<file path="config.mk">
export PLATFORM = sky130hd
export DESIGN_NAME = axi_dma_nd_midend_2d
export DESIGN_NICKNAME = d
export VERILOG_FILES = /design/src/rtl/axi_dma_nd_midend_2d.sv
export SDC_FILE = /design/constraint.sdc
export NUM_CORES = 1
export LEC_CHECK = 0
export CAP_MARGIN = 30
export CORE_MARGIN = 3
export CORE_UTILIZATION = 50
export DETAILED_ROUTE_END_ITERATION = 8
export GPL_TIMING_DRIVEN = 0
export HOLD_SLACK_MARGIN = 0.03
export PLACE_DENSITY_LB_ADDON = 0.25
export SLEW_MARGIN = 30
export SYNTH_ARGS = -nofsm -noshare
export SYNTH_HDL_FRONTEND = slang
export SYNTH_SLANG_ARGS = --single-unit
</file>
<file path="constraint.sdc">
create_clock -name clk_i -period 3.9 [get_ports clk_i]
set_input_delay 0.585 -clock clk_i [delete_from_list [all_inputs] [get_ports clk_i]]
set_output_delay 0.585 -clock clk_i [all_outputs]
set_load 0.02 [all_outputs]
</file>
<file path="src/rtl/axi_dma_nd_midend_2d.sv">
// rtl/axi_dma_nd_midend_2d.sv - 2D descriptor sequencer issuing 1D bursts with in-order completion tracking
package axi_dma_nd_midend_2d_pkg;
    localparam int unsigned ADDR_W = 32;
    localparam int unsigned REP_W  = 16;

    typedef struct packed {
        logic [3:0]        id;
        logic [ADDR_W-1:0] src;
        logic [ADDR_W-1:0] dst;
        logic [ADDR_W-1:0] num_bytes;
        logic [3:0]        cache_src;
        logic [3:0]        cache_dst;
        logic [1:0]        burst_src;
        logic [1:0]        burst_dst;
        logic [0:0]        user_dst;
        logic              decouple_rw;
        logic              deburst;
    } burst_req_t;

    typedef struct packed {
        burst_req_t        burst;
        logic [ADDR_W-1:0] src_stride;
        logic [ADDR_W-1:0] dst_stride;
        logic [REP_W-1:0]  reps;
    } nd_req_t;
endpackage

module axi_dma_nd_midend_2d #(
    parameter int unsigned AddrWidth      = 32,
    parameter int unsigned RepWidth       = 16,
    parameter int unsigned NumOutstanding = 4,
    parameter type burst_req_t = axi_dma_nd_midend_2d_pkg::burst_req_t,
    parameter type nd_req_t    = axi_dma_nd_midend_2d_pkg::nd_req_t
) (
    input  logic       clk_i,
    input  logic       rst_ni,
    input  nd_req_t    nd_req_i,
    input  logic       nd_valid_i,
    output logic       nd_ready_o,
    output burst_req_t burst_req_o,
    output logic       burst_valid_o,
    input  logic       burst_ready_i,
    input  logic       burst_done_i,
    output logic       nd_done_o,
    output logic       busy_o
);
    localparam int unsigned PtrW = $clog2(NumOutstanding);
    localparam logic [PtrW:0] Depth = (PtrW+1)'(NumOutstanding);

    typedef enum logic {IDLE, ISSUE} state_t;

    state_t                state, state_d;
    burst_req_t            cur;
    logic [AddrWidth-1:0]  src_stride, dst_stride;
    logic [RepWidth-1:0]   rem;

    logic [NumOutstanding-1:0] flags;
    logic [PtrW-1:0]           wr_ptr, rd_ptr;
    logic [PtrW:0]             count;

    logic full, burst_hs, last_hs, nd_hs, load, push, pop;

    assign full        = (count == Depth);
    assign burst_req_o = cur;
    assign burst_hs    = burst_valid_o & burst_ready_i;
    assign last_hs     = burst_hs & (rem == RepWidth'(1));
    assign nd_hs       = nd_valid_i & nd_ready_o;
    assign load        = nd_hs & (nd_req_i.reps != '0);
    assign push        = burst_hs;
    // Completions with nothing outstanding are dropped rather than corrupting the pointers
    assign pop         = burst_done_i & (count != '0);
    assign nd_done_o   = pop & flags[rd_ptr];
    assign busy_o      = (state == ISSUE) | (count != '0);

    always_comb begin
        state_d       = state;
        burst_valid_o = 1'b0;
        nd_ready_o    = 1'b0;
        case (state)
            IDLE: begin
                nd_ready_o = 1'b1;
                if (load) state_d = ISSUE;
            end
            ISSUE: begin
                burst_valid_o = ~full;
                // Accepting on the final handshake lets the next transfer start without a bubble
                nd_ready_o    = (rem == RepWidth'(1)) & ~full & burst_ready_i;
                if (last_hs) state_d = load ? ISSUE : IDLE;
            end
            default: state_d = IDLE;
        endcase
    end

    always_ff @(posedge clk_i or negedge rst_ni) begin
        if (!rst_ni) begin
            state      <= IDLE;
            cur        <= '0;
            src_stride <= '0;
            dst_stride <= '0;
            rem        <= '0;
            flags      <= '0;
            wr_ptr     <= '0;
            rd_ptr     <= '0;
            count      <= '0;
        end else begin
            state <= state_d;
            if (load) begin
                cur        <= nd_req_i.burst;
                src_stride <= nd_req_i.src_stride;
                dst_stride <= nd_req_i.dst_stride;
                rem        <= nd_req_i.reps;
            end else if (burst_hs) begin
                cur.src <= cur.src + src_stride;
                cur.dst <= cur.dst + dst_stride;
                rem     <= rem - RepWidth'(1);
            end
            if (push) begin
                flags[wr_ptr] <= (rem == RepWidth'(1));
                wr_ptr        <= wr_ptr + PtrW'(1);
            end
            if (pop) rd_ptr <= rd_ptr + PtrW'(1);
            if (push && !pop) count <= count + (PtrW+1)'(1);
            else if (pop && !push) count <= count - (PtrW+1)'(1);
        end
    end

    assert property (@(posedge clk_i) disable iff (!rst_ni) !(burst_done_i && count == '0));

endmodule

</file>
# Word level (Yosys, flattened, before mapping)
# Index checks and enable logic that the tools add are counted.
totals:
  ff_bits: 207
  input_bits: 200
  output_inout_bits: 119
  wordCells: 67
op_classes:
  addsub: 7
  order_cmp: 3
  eq_ne: 2
  muxes: 16
  bitwise_logic: 11
  reduce_logical: 9
ops:
  columns: ["operator", "count"]
  rows:
  - ["$mux 64", 2]
  - ["$add 32x32->32", 2]
  - ["$mux 16", 2]
  - ["$eq 16x1->1 const B", 1]
  - ["$reduce_bool 16->1", 1]
  - ["$sub 16x1->16 const B", 1]
  - ["$and 1x1->1", 8]
  - ["$lt 2x3->1 const B", 2]
  - ["$mux 3", 2]
  - ["$mux 1", 5]
  - ["$add 2x1->2 const B", 2]
  - ["$bwmux 4", 1]
  - ["$pmux 1 s2", 2]
  - ["$reduce_bool 2->1", 2]
  - ["$add 3x1->3 const B", 1]
  - ["$eq 3x3->1 const B", 1]
  - ["$logic_and 1x1->1", 3]
  - ["$reduce_bool 3->1", 1]
  - ["$sub 3x1->3 const B", 1]
  - ["$bmux 1 s2", 1]
  - ["$demux 1 s2", 1]
  - ["$ge 2x1->1 const B", 1]
  - ["$logic_not 1->1", 2]
  - ["$not 1->1", 2]
  - ["$or 1x1->1", 1]

# Logic depth before layout (Yosys ltp)
# Gate-level depths: netlist of run 1.
logic_depth:
  word_depth: 10
  ltp_mapped: 12
  mapped_depth_nobuf: 11

# Least setup slack after synthesis of run 1
# Ideal clock, no wire load.
synth_timing:
  path_type: "reg2reg"
  startpoint: "reg cur, in the netlist burst_req_o[79]"
  endpoint: "reg cur, in the netlist burst_req_o[103]"
  setup_time_ns: 0.124
  t_arrival_ns: 2.917
  t_required_ns: 3.776
  setup_slack_ns: 0.859
  stages_incl_launch_ff: 12
  n_path_buf: 0
  synth_period_minus_slack_ns: 3.041
  cell_sequence: "dfrtp_1 -> ha_1 -> fa_1 -> a211oi_1 -> nor2_1 -> nor4_2 -> o311ai_1 -> a221oi_2 -> o21ai_1 -> a31oi_1 -> nor4_1 -> a211o_1"
synth_via:
  elab_chain_cells: 3
synth_rtl:
  columns: ["element", "line", "text"]
  rows:
  - ["start: declaration", "53", "burst_req_t cur;"]
  - ["start signal: assignment", "108", "cur <= nd_req_i.burst;"]
  - ["$add 32x32->32", "113", "cur.src <= cur.src + src_stride;"]
  - ["$mux 64", "112", "end else if (burst_hs) begin"]
  - ["$mux 64", "107", "if (load) begin"]
# Every way passes these cells. The select of a mux whose other input is x is not followed.
# A chain may end at the register's enable or synchronous reset.

# Worst setup path after layout of run 1
# Same ends and word-level chain as after synthesis.

==> impl_table.tex, run 1 <==
\begin{tabular}{lr}
\hline
Metric & Value \\
\hline
\multicolumn{2}{l}{\textbf{STA}} \\
Final hold slack & 0.475 ns \\
Total count of max-transition violations in the final report & 0 \\
Relative slew slack & 0.369 \\
Worst clock skew on the final layout & 0.0147 ns \\
Final setup violation count & 0 \\
Worst-margin pin slew & 0.947 ns \\
Time the final worst path needs with I/O delays and setup & 3.74 ns \\
Setup TNS Final & 0 ns \\
Max Fclk & 0.267 GHz \\
RSZ-0062 raised after global routing & no \\
Final hold violation count & 0 \\
Period Utilization, post-route & 0.959 \\
\multicolumn{2}{l}{\textbf{Synthesis}} \\
Gate count of the mapped netlist & 1443 \\
Proportion of register bits with asynchronous set or reset after synthesis & 1.00 \\
Compound-gate portion of the synthesized area & 0.162 \\
Portion of netlist area occupied by mux cells & 0.0115 \\
Dominant combinational cell family by area after synthesis & simple AND/OR/NAND/NOR gates \\
Mean post-synth cell area & 8.38 µm² \\
Count of state elements after synthesis & 207 \\
Net count of the mapped netlist & 1715 \\
Number of warning messages in the yosys log & 0 \\
Number of unique standard cell types used by synthesis & 70 \\
XOR/XNOR share of the synthesized area & 0.0478 \\
Sequential element share of the synthesized area & 0.428 \\
Post-Synth Simple-Gate Area & 0.231 \\
Main flop type after synthesis & dfrtp\_1 \\
Number of flops mapped to enable cells by yosys & 0 \\
Area share of fa/ha/maj cells after synthesis & 0.0764 \\
Syn Std Cell Area & 12100 µm² \\
\multicolumn{2}{l}{\textbf{Critical path}} \\
Worst setup path class & flop to flop \\
Reg2Reg Capture Point & burst\_req\_o[103]\$\_DFFE\_PN0P\_ \\
Worst-case reg-to-reg path depth & 11 \\
Worst setup path start & burst\_req\_o[79]\$\_DFFE\_PN0P\_ \\
Element type at the critical path start & flop \\
Worst Path Required & 4.31 ns \\
Critical path fanouts, max & 5 \\
Endpoint class of the critical path & flop \\
Reg-to-reg slack, setup & 0.16 ns \\
Worst reg2reg path startpoint & burst\_req\_o[79]\$\_DFFE\_PN0P\_ \\
Endpoint arrival time on the critical path & 4.15 ns \\
\multicolumn{2}{l}{\textbf{Place}} \\
Placed Instances & 2083 \\
HPWL Detailed & 31100 µm \\
Final estimated routing congestion in global placement & 0.922 \\
Port-buffer cells & 318 \\
\multicolumn{2}{l}{\textbf{Layout}} \\
Net total in the final layout & 2063 \\
Diodes inserted & 0 \\
Signed area change from the synthesized netlist to the final layout & 37.8\% \\
Non-filler instance count after layout & 2127 \\
Commonest cells after routing, fill and taps aside & 466 x nand2\_1, 317 x clkdlybuf4s50\_1, 207 x dfrtp\_1, 127 x a21oi\_1, 90 x nor2\_1 \\
Share of final-layout standard cells stronger than drive strength 1 & 0.0586 \\
Most frequent standard cell in the layout excluding fill and tap cells & nand2\_1 \\
Post-Route Utilization & 0.706 \\
Final-layout fill cell count & 1851 \\
\multicolumn{2}{l}{\textbf{Floorplan}} \\
Die boundary height & 162 µm \\
Starting density of the core & 0.512 \\
I/O pin total & 319 \\
Floorplan die area & 26100 µm² \\
Chip Width & 162 µm \\
Placeable core region & 23600 µm² \\
Count of standard-cell rows & 56 \\
\multicolumn{2}{l}{\textbf{Global routing}} \\
Largest net degree at the start of global routing & 62 \\
Overflow after GRT & 0 \\
Total global routing track utilization & 0.310 \\
Global-route wire length before repair & 64300 µm \\
Number of antenna violations at the first check in global routing & 1 \\
Via count of the first global-routing pass & 11850 \\
\multicolumn{2}{l}{\textbf{Clocking}} \\
Total number of clock tree sinks & 207 \\
Number of buffers added for setup after CTS & 0 \\
Clock-pin slew of the registers on the worst-case setup and hold paths & 0.06 ns \\
CTS Root Buffer Type & clkbuf\_16 \\
Clock tree from TritonCTS & built \\
Count of H-tree levels built during CTS & 1 \\
Clk\_lat worst skew & 0.53 ns \\
Number of buffers on the longest clock path & 3 \\
TritonCTS buffer count & 24 \\
\multicolumn{2}{l}{\textbf{Status}} \\
Run status & finished, final reports clean \\
\multicolumn{2}{l}{\textbf{Worst hold path}} \\
Number of stages on the worst hold path & 2 \\
Worst Hold End & burst\_req\_o[29]\$\_DFFE\_PN0P\_ \\
Worst Hold Class & flop to flop \\
Hold Path Origin & burst\_req\_o[29]\$\_DFFE\_PN0P\_ \\
\multicolumn{2}{l}{\textbf{Power}} \\
PwrDens & 459 nW/µm² \\
Leakage component of the power & 8.02 nW \\
Maximum vdd drop & 0.332 mV \\
\multicolumn{2}{l}{\textbf{Routing}} \\
Detailed-route DRC error count & 0 \\
Routed via count divided by cell count & 5.60 \\
Via count & 11906 \\
Remaining number of nets flagged by the antenna check after routing & 0 \\
Post-detailed-routing wire length & 41400 µm \\
First-pass iteration count of the detailed router & 6 \\
DRC violation total after the first TritonRoute iteration & 906 \\
Average wire length per cell after detail routing & 19.5 µm \\
\multicolumn{2}{l}{\textbf{Run}} \\
Max-cap violation count & 0 \\
\hline
\end{tabular}
through the flow:
stage | power [mW] | cell area (µm²) | worst slack [ns]
global placement | 5.03 | 15700 | -6.62
floorplan | 4.01 | 12100 | 0.859
CTS | 7.67 | 16700 | 0.233
finish | 7.66 | 16700 | 0.161
detailed placement | 5.09 | 15800 | -0.148
global route | 8.01 | 16700 | 0.0181
final cells by class:
| class | instances | area [µm²] | area share |
|---|---|---|---|
| multi-input cells | 1144 | 6400 | 0.384 |
| plain buffers | 73 | 440 | 0.0264 |
| clock buffers | 33 | 686 | 0.0411 |
| well taps | 319 | 399 | 0.0239 |
| repair buffers | 322 | 3280 | 0.197 |
| flip-flops and latches | 207 | 5180 | 0.311 |
| clock inverters | 10 | 210 | 0.0126 |
| inverters | 19 | 71.3 | 0.00428 |
cells in the mapped netlist, types with 4 or more instances:
cell type,count,share of area
buf_4,8,0.0050
nand2b_1,7,0.0036
dfrtp_1,207,0.43
mux2i_1,6,0.0050
a31oi_1,23,0.012
and3_1,17,0.0088
inv_1,19,0.0059
nand3_1,21,0.0087
a21oi_1,127,0.053
nor4_1,11,0.0057
o21a_1,10,0.0062
nor2_1,90,0.028
o21bai_1,6,0.0037
nand2_1,466,0.14
ha_1,69,0.071
nand4_1,8,0.0041
nor3_1,13,0.0054
o21ai_0,76,0.031
o31ai_1,7,0.0043
buf_6,11,0.010
mux2_2,5,0.0047
o211ai_1,5,0.0031
o22ai_1,4,0.0021
clkbuf_1,30,0.0093
a21o_1,29,0.018
nor2b_1,7,0.0036
a211o_1,4,0.0029
or3_1,4,0.0021
xor2_1,27,0.020
buf_2,19,0.0079
and2_1,6,0.0031
a211oi_1,10,0.0062
xnor2_1,39,0.028
worst max path at each step:
stage | slack, ns | depth (start not counted) | end
6_report | 0.16 | 11 | burst_req_o[103]$_DFFE_PN0P_
5_1_grt | 0.02 | 11 | burst_req_o[103]$_DFFE_PN0P_
3_3_place_gp | -6.62 | 1 | burst_req_o[33]$_DFFE_PN0P_
2_1_floorplan | 0.86 | 11 | burst_req_o[103]$_DFFE_PN0P_
3_5_place_dp | -0.15 | 11 | count[2]$_DFFE_PN0P_
4_1_cts | 0.23 | 11 | burst_req_o[103]$_DFFE_PN0P_
state kept, by name, indices dropped and copies added, names as in the netlist:
signal       count
burst_req_o    115
src_stride      32
count            3
wr_ptr           2
dst_stride      32
rd_ptr           2
flags            4
state            1
rem             16
metal layers:
layer / routed length (µm) / track usage / up-vias
met5: 11 / 0 / -
li1: - / - / 5620
met4: 1630 / 0.107 / 2
met2: 19700 / 0.530 / 537
met3: 3450 / 0.0739 / 108
met1: 16600 / 0.386 / 5639
report_power, final:
group          switching, mW  total [mW]  leakage (nW)  internal, mW
clock                  0.942        2.57         0.433          1.63
sequential             0.318        2.77          2.81          2.45
combinational           1.28        2.32          4.77          1.04
repair_timing:
action,4_1_cts,5_1_grt
hold buffers,1,0
gates resized for setup,0,0
hold endpoints to repair,45,0
cell families after synthesis:
logic type                 count (synthesis)
adders and majority gates                 72
AOI/OAI and AO/OA                        327
xor gates and xnor gates                  66
muxes                                     12
buffers and inverters                     92
and+or+nand+nor                          667
DFF                                      207
worst max-delay path, cell delays in order (launching register included):
cell	delay, ns
dfrtp_1	0.41
ha_1	0.26
fa_1	0.45
a211oi_1	0.28
nor2_1	0.12
nor4_2	0.35
o311ai_1	0.23
a221oi_2	0.49
o21ai_1	0.29
a31oi_1	0.39
nor4_1	0.11
a211o_1	0.25
Note: power is estimated with default switching activity, not from simulation.
==> run 2: changes to the inputs <==
--- a/config.mk
+++ b/config.mk
@@ -5,6 +5,7 @@
 export SDC_FILE = /design/constraint.sdc
 export NUM_CORES = 1
 export LEC_CHECK = 0
+export ABC_AREA = 1
 export CAP_MARGIN = 30
 export CORE_MARGIN = 3
 export CORE_UTILIZATION = 50
==> constraint.sdc (replaced) <==
create_clock -name clk_i -period 4.6 [get_ports clk_i]
set_input_delay 0.69 -clock clk_i [delete_from_list [all_inputs] [get_ports clk_i]]
set_output_delay 0.69 -clock clk_i [all_outputs]
set_load 0.02 [all_outputs]
==> impl_table.tex, run 2 <==
\begin{tabular}{lr}
\hline
Metric & Value \\
\hline
\multicolumn{2}{l}{\textbf{Clocking}} \\
Total number of clock tree sinks & 207 (unchanged) \\
Number of buffers on the longest clock path & 3 (unchanged) \\
Clk\_lat worst skew & 0.55 ns (+0.02 ns) \\
TritonCTS buffer count & 24 (unchanged) \\
Count of H-tree levels built during CTS & 1 (unchanged) \\
Post-cts sizing count & 0 (unchanged) \\
CTS Root Buffer Type & clkbuf\_16 \\
Clock tree from TritonCTS & built \\
Number of buffers added for setup after CTS & 0 (unchanged) \\
Number of buffers added to fix hold violations after cts & 0 (-1) \\
Clock-pin slew of the registers on the worst-case setup and hold paths & 0.06 ns (about the same) \\
\multicolumn{2}{l}{\textbf{Layout}} \\
Post-Route Utilization & 0.681 (-0.0249) \\
Commonest cells after routing, fill and taps aside & 1053 x nand2\_1, 317 x clkdlybuf4s50\_1, 295 x inv\_1, 207 x dfrtp\_1, 152 x nand3\_1 \\
Flip-flop count of the largest register, all copies and words added & 115 (unchanged) \\
Non-filler instance count after layout & 2885 (+36\%) \\
Most frequent standard cell in the layout excluding fill and tap cells & nand2\_1 \\
Share of final-layout standard cells stronger than drive strength 1 & 0.0370 (-0.0216) \\
Net total in the final layout & 2766 (+34\%) \\
Signed area change from the synthesized netlist to the final layout & 33.0\% \\
Post-route cell area & 18500 µm² (+11\%) \\
Final-layout fill cell count & 2416 (+31\%) \\
\multicolumn{2}{l}{\textbf{Synthesis}} \\
Most used standard cell by instance count after synthesis & nand2\_1 \\
Dominant combinational cell family by area after synthesis & simple AND/OR/NAND/NOR gates \\
Number of unique standard cell types used by synthesis & 34 (-51\%) \\
Proportion of register bits with asynchronous set or reset after synthesis & 1.00 (unchanged) \\
Gate count of the mapped netlist & 2148 (+49\%) \\
Leading area contributor after synthesis & dfrtp\_1 \\
Number of flops mapped to enable cells by yosys & 0 (unchanged) \\
Proportion of netlist area held by the largest area contributor & 0.372 (-0.0562) \\
Commonest cells in the netlist & 1053 x nand2\_1, 295 x inv\_1, 207 x dfrtp\_1, 152 x nand3\_1, 120 x nor2\_1 \\
Net count of the mapped netlist & 2420 (+41\%) \\
Area share of fa/ha/maj cells after synthesis & 0.0663 (-0.0100) \\
Main flop type after synthesis & dfrtp\_1 \\
Sequential element share of the synthesized area & 0.372 (-0.0562) \\
Mean post-synth cell area & 6.48 µm² (-23\%) \\
XOR/XNOR share of the synthesized area & 0.0308 (-0.0170) \\
Number of warning messages in the yosys log & 0 (unchanged) \\
Post-Synth Simple-Gate Area & 0.401 (+0.169) \\
Syn Std Cell Area & 13900 µm² (+15\%) \\
Count of state elements after synthesis & 207 (unchanged) \\
Top cells by area, synth & dfrtp\_1 37\%, nand2\_1 28\%, inv\_1 8.0\%, ha\_1 6.2\%, nand3\_1 5.5\% \\
Portion of netlist area occupied by mux cells & 0.000809 (-0.0107) \\
Compound-gate portion of the synthesized area & 0.0279 (-0.134) \\
\multicolumn{2}{l}{\textbf{Global routing}} \\
Total global routing track utilization & 0.302 (-0.00814) \\
Via count of the first global-routing pass & 14378 (+21\%) \\
Global-route wire length before repair & 73700 µm (+15\%) \\
Number of antenna violations at the first check in global routing & 1 (unchanged) \\
Largest net degree at the start of global routing & 87 (+40\%) \\
Overflow after GRT & 0 (unchanged) \\
\multicolumn{2}{l}{\textbf{Critical path}} \\
Critical path fanouts, max & 10 (+5) \\
CP max stage delay & 0.71 ns (+0.22 ns) \\
Endpoint arrival time on the critical path & 3.11 ns (-1.04 ns) \\
Endpoint class of the critical path & output port \\
Most repeated library cell on the critical path & clkdlybuf4s50\_1 \\
Worst-case reg-to-reg path depth & 9 (-2) \\
Worst setup path class & input pin to output port \\
Worst Path Required & 3.91 ns (-0.40 ns) \\
Cell type of the slowest stage on the worst timing path & clkdlybuf4s50\_1 \\
Element type at the critical path start & input pin \\
Ordered cell list for the critical path & clkdlybuf4s50\_1 -> a21boi\_0 -> nand4\_1 -> nand2\_1 -> clkbuf\_1 -> clkdlybuf4s50\_1 \\
\multicolumn{2}{l}{\textbf{Place}} \\
Cell area after placement & 17600 µm² (+12\%) \\
Port-buffer cells & 318 (unchanged) \\
Placed Instances & 2840 (+36\%) \\
HPWL Detailed & 36500 µm (+17\%) \\
Post-Place Worst Slack & 0.793 ns (+0.941 ns) \\
Final estimated routing congestion in global placement & 0.953 (+3.3\%) \\
\multicolumn{2}{l}{\textbf{STA}} \\
Relative slew slack & 0.469 (+0.101) \\
Time the final worst path needs with I/O delays and setup & 3.80 ns \\
Final setup violation count & 0 (unchanged) \\
Setup TNS Final & 0 ns (unchanged) \\
Period Utilization, post-route & 0.825 \\
Final hold violation count & 0 (unchanged) \\
Max Fclk & 0.263 GHz \\
Worst-margin pin slew & 0.796 ns (-0.151 ns) \\
RSZ-0062 raised after global routing & no \\
Final hold slack & 0.0742 ns (-0.401 ns) \\
Worst Slack Setup Final & 0.804 ns (+0.642 ns) \\
Worst clock skew on the final layout & 0.0222 ns (+0.00749 ns) \\
Total count of max-transition violations in the final report & 0 (unchanged) \\
\multicolumn{2}{l}{\textbf{Floorplan}} \\
I/O pin total & 319 (unchanged) \\
Die boundary height & 173 µm (+7.0\%) \\
Placeable core region & 27200 µm² (+15\%) \\
Starting density of the core & 0.512 (about the same) \\
Chip Width & 173 µm (+7.0\%) \\
Floorplan die area & 29900 µm² (+15\%) \\
Count of standard-cell rows & 60 (+7.1\%) \\
\multicolumn{2}{l}{\textbf{Routing}} \\
Post-detailed-routing wire length & 46300 µm (+12\%) \\
First-pass iteration count of the detailed router & 6 (unchanged) \\
Remaining number of nets flagged by the antenna check after routing & 0 (unchanged) \\
DRC violation total after the first TritonRoute iteration & 878 (-3.1\%) \\
Average wire length per cell after detail routing & 16.1 µm (-18\%) \\
Via count & 14411 (+21\%) \\
Detailed-route DRC error count & 0 (unchanged) \\
Routed via count divided by cell count & 5.00 (-11\%) \\
\multicolumn{2}{l}{\textbf{Worst hold path}} \\
Worst Hold Class & input pin to asynchronous set/reset pin \\
\multicolumn{2}{l}{\textbf{Power}} \\
Leakage component of the power & 10.2 nW (+27\%) \\
PwrDens & 839 nW/µm² (+83\%) \\
Tot Pwr & 15.5 mW (+100\%) \\
Maximum vdd drop & 0.408 mV (+23\%) \\
\multicolumn{2}{l}{\textbf{Status}} \\
Run status & finished, final reports clean \\
\multicolumn{2}{l}{\textbf{Run}} \\
Max-cap violation count & 0 (unchanged) \\
\hline
\end{tabular}
-- run 2: path summary, 6_finish.rpt --
| check | start | endpoint | slack, ns |
|---|---|---|---|
| worst max-delay path | burst_ready_i | nd_ready_o | 0.80 |
| max in group asynchronous | rst_ni | burst_req_o[31]$_DFFE_PN0P_ | 3.40 |
| min in group clk_i | burst_req_o[29]$_DFFE_PN0P_ | burst_req_o[29]$_DFFE_PN0P_ | 0.48 |
| worst min register to register | burst_req_o[29]$_DFFE_PN0P_ | burst_req_o[29]$_DFFE_PN0P_ | 0.48 |
| worst max register to register | count[0]$_DFFE_PN0P_ | src_stride[9]$_DFFE_PN0P_ | 1.70 |
| worst min-delay path | rst_ni | rd_ptr[0]$_DFFE_PN0P_ | 0.07 |
-- run 2: critical path, delay by kind of cell --
kind / cells / cell delay [ns]
buffers and inverters: 3 / 1.59
AND/OR/NAND/NOR: 2 / 0.49
AO/OA/AOI/OAI: 1 / 0.33
-- run 2: area by class of cell --
type	instances	area (µm²)	area share
inverter	298	1120	0.0604
buffer	57	289	0.0156
tap	372	465	0.0252
sequential	207	5180	0.280
timing repair buffer	320	3240	0.175
antenna	1	2.50	0.000135
multi-input combinational	1586	7330	0.396
clock inverter	15	206	0.0112
clock buffer	29	669	0.0362
-- run 2: cell families (layout without fill, tap and decap cells) --
| kind of cell | count (synthesis) | after routing |
|---|---|---|
| mux | 1 | 1 |
| flops | 207 | 207 |
| buf+inv | 355 | 719 |
| other cells | 0 | 1 |
| fa+ha+maj | 72 | 72 |
| compound gates | 73 | 73 |
| simple gates | 1391 | 1391 |
| xor+xnor | 49 | 49 |
-- run 2: power breakdown --
group | leakage, nW | internal, mW | switching (mW) | total, mW
Combinational | 7.25 | 3.72 | 6.18 | 9.91
Clock | 0.429 | 1.27 | 0.841 | 2.11
Sequential | 2.51 | 2.74 | 0.758 | 3.50
-- run 2: per-layer routing --
| metal | vias up | track usage | part of all wire |
|---|---|---|---|
| met5 | - | 0 | 0 |
| met4 | 0 | 0.0824 | 0.030 |
| met3 | 73 | 0.0450 | 0.060 |
| met2 | 494 | 0.529 | 0.48 |
| met1 | 6588 | 0.391 | 0.43 |
| li1 | 7256 | - | - |
==> run 3: changes to the inputs <==
--- a/config.mk
+++ b/config.mk
@@ -8,7 +8,7 @@
 export ABC_AREA = 1
 export CAP_MARGIN = 30
 export CORE_MARGIN = 3
-export CORE_UTILIZATION = 50
+export CORE_UTILIZATION = 47
 export DETAILED_ROUTE_END_ITERATION = 8
 export GPL_TIMING_DRIVEN = 0
 export HOLD_SLACK_MARGIN = 0.03
==> constraint.sdc (replaced) <==
create_clock -name clk_i -period 3.15 [get_ports clk_i]
set_input_delay 0.4725 -clock clk_i [delete_from_list [all_inputs] [get_ports clk_i]]
set_output_delay 0.4725 -clock clk_i [all_outputs]
set_load 0.02 [all_outputs]
==> impl_table.tex, run 3 (synthesis results as in run 2) <==
\begin{tabular}{lr}
\hline
Metric & Value \\
\hline
\multicolumn{2}{l}{\textbf{Status}} \\
Run status & finished, final reports clean \\
\multicolumn{2}{l}{\textbf{STA}} \\
Final hold slack & 0.424 ns (+0.350 ns) \\
Worst clock skew on the final layout & 0.0135 ns (-0.00870 ns) \\
Period Utilization, post-route & 0.927 \\
Max Fclk & 0.342 GHz \\
Worst-margin pin slew & 0.840 ns (+0.0444 ns) \\
RSZ-0062 raised after global routing & no \\
Relative slew slack & 0.440 (-0.0296) \\
Time the final worst path needs with I/O delays and setup & 2.92 ns \\
Total count of max-transition violations in the final report & 0 (unchanged) \\
Final setup violation count & 0 (unchanged) \\
Final hold violation count & 0 (unchanged) \\
Worst Slack Setup Final & 0.229 ns (-0.575 ns) \\
Setup TNS Final & 0 ns (unchanged) \\
\multicolumn{2}{l}{\textbf{Power}} \\
Tot Pwr & 22.3 mW (+44\%) \\
Leakage component of the power & 10.2 nW (-0.20\%) \\
PwrDens & 1210 nW/µm² (+44\%) \\
Maximum vdd drop & 0.615 mV (+51\%) \\
\multicolumn{2}{l}{\textbf{Global routing}} \\
Overflow after GRT & 0 (unchanged) \\
Via count of the first global-routing pass & 14200 (-1.2\%) \\
Global routing usage on met3 & 0.0562 (+0.0112) \\
Busiest metal layer after global routing & met2 \\
Global-route wire length before repair & 72400 µm (-1.7\%) \\
Largest net degree at the start of global routing & 87 (unchanged) \\
Total global routing track utilization & 0.288 (-0.0135) \\
Number of antenna violations at the first check in global routing & 2 (+1) \\
Grt met1 use & 0.367 (-0.0234) \\
Fraction of met2 tracks used by global routing & 0.488 (-0.0416) \\
\multicolumn{2}{l}{\textbf{Clocking}} \\
Number of buffers on the longest clock path & 3 (unchanged) \\
CTS Root Buffer Type & clkbuf\_16 \\
Total number of clock tree sinks & 207 (unchanged) \\
Clock-pin slew of the registers on the worst-case setup and hold paths & 0.06 ns (about the same) \\
Clk\_lat worst skew & 0.54 ns (about the same) \\
Clock tree from TritonCTS & built \\
Count of H-tree levels built during CTS & 1 (unchanged) \\
TritonCTS buffer count & 25 (+4.2\%) \\
\multicolumn{2}{l}{\textbf{Routing}} \\
Detailed-route DRC error count & 0 (unchanged) \\
Remaining number of nets flagged by the antenna check after routing & 0 (unchanged) \\
Via count & 14465 (+0.37\%) \\
Post-detailed-routing wire length & 46300 µm (about the same) \\
Average wire length per cell after detail routing & 16.0 µm (-0.50\%) \\
DRC violation total after the first TritonRoute iteration & 1061 (+21\%) \\
Routed via count divided by cell count & 4.99 (about the same) \\
First-pass iteration count of the detailed router & 8 (+2) \\
\multicolumn{2}{l}{\textbf{Critical path}} \\
Worst setup path class & flop to output port \\
Worst Path Required & 2.68 ns (-1.23 ns) \\
Endpoint class of the critical path & output port \\
Endpoint arrival time on the critical path & 2.45 ns (-0.66 ns) \\
Element type at the critical path start & flop \\
Critical path fanouts, max & 10 (unchanged) \\
\multicolumn{2}{l}{\textbf{Floorplan}} \\
Die boundary height & 178 µm (+3.0\%) \\
Count of standard-cell rows & 62 (+3.3\%) \\
Floorplan die area & 31700 µm² (+6.2\%) \\
Placeable core region & 28900 µm² (+6.5\%) \\
I/O pin total & 319 (unchanged) \\
Starting density of the core & 0.481 (-0.0311) \\
Chip Width & 178 µm (+3.0\%) \\
\multicolumn{2}{l}{\textbf{Layout}} \\
Post-Route Utilization & 0.638 (-0.0430) \\
Net total in the final layout & 2768 (+0.072\%) \\
Flip-flop count of the largest register, all copies and words added & 115 (unchanged) \\
Final-layout fill cell count & 2700 (+12\%) \\
Multi-input logic area & 7330 µm² (unchanged) \\
Most frequent standard cell in the layout excluding fill and tap cells & nand2\_1 \\
Combined flip-flop and latch cell area & 5180 µm² (unchanged) \\
Share of final-layout standard cells stronger than drive strength 1 & 0.0358 (-0.00119) \\
Commonest cells after routing, fill and taps aside & 1053 x nand2\_1, 316 x clkdlybuf4s50\_1, 295 x inv\_1, 207 x dfrtp\_1, 152 x nand3\_1 \\
Signed area change from the synthesized netlist to the final layout & 32.6\% \\
\multicolumn{2}{l}{\textbf{Run}} \\
Max-cap violation count & 0 (unchanged) \\
\multicolumn{2}{l}{\textbf{Place}} \\
Port-buffer cells & 318 (unchanged) \\
Final estimated routing congestion in global placement & 0.953 (about the same) \\
HPWL Detailed & 36500 µm (+0.13\%) \\
Post-Place Worst Slack & -0.175 ns (-0.968 ns) \\
\multicolumn{2}{l}{\textbf{Worst hold path}} \\
Worst Hold Class & input pin to asynchronous set/reset pin \\
\hline
\end{tabular}
run 3: layout make-up:
| cell class | instances | area share |
|---|---|---|
| clock buffer | 35 | 0.0397 |
| multi-input combinational | 1586 | 0.397 |
| sequential | 207 | 0.281 |
| timing repair buffer | 321 | 0.176 |
| inverter | 298 | 0.0606 |
| buffer | 57 | 0.0157 |
| tap | 384 | 0.0260 |
| antenna | 2 | 0.000271 |
| clock inverter | 8 | 0.00380 |
run 3: worst paths after layout:
check | from | slack [ns] | end | cells after the start
max in group asynchronous | rst_ni | 1.58 | burst_req_o[28]$_DFFE_PN0P_ | 4
min in group clk_i | nd_req_i[95] | 0.47 | burst_req_o[15]$_DFFE_PN0P_ | 3
hold reg to reg | burst_req_o[14]$_DFFE_PN0P_ | 0.48 | burst_req_o[14]$_DFFE_PN0P_ | 2
setup reg to reg | count[0]$_DFFE_PN0P_ | 0.25 | src_stride[10]$_DFFE_PN0P_ | 9
hold / removal | rst_ni | 0.42 | src_stride[5]$_DFFE_PN0P_ | 2
setup / recovery | rem[1]$_DFFE_PN0P_ | 0.23 | nd_ready_o | 8
run 3: timing repair:
action / 4_1_cts / 5_1_grt
buffers inserted: 0 / 0
gates resized for setup: 3 / 0
hold buffers: 1 / 0
setup endpoints to repair: 1 / 0
endpoints found under the hold margin: 47 / 0
run 3: per-layer routing:
metal | vias up | part of all wire
li1 | 7257 | -
met1 | 6583 | 0.42
met2 | 530 | 0.47
met3 | 95 | 0.076
met4 | 0 | 0.037
met5 | - | 0
run 3: power breakdown:
group | leakage [nW] | internal, mW | switching, mW
clock | 0.396 | 1.69 | 1.16
sequential | 2.51 | 4.01 | 1.09
combinational | 7.26 | 5.42 | 8.95
run 3: worst max-delay path, cell delays in order, from the launching register on:
cell,delay (ns)
dfrtp_1,0.39
inv_1,0.09
ha_1,0.18
nand2_1,0.06
nor2_1,0.11
nand4_1,0.18
nand2_1,0.25
clkbuf_2,0.27
dlygate4sd2_1,0.38
run 3: stage by stage:
stage,instances,instance area [µm²]
final,2898,18500
after CTS,2896,18500
after floorplan,2148,13900
after global routing,2898,18500
after detailed placement,2852,17600
after global placement,2850,17600
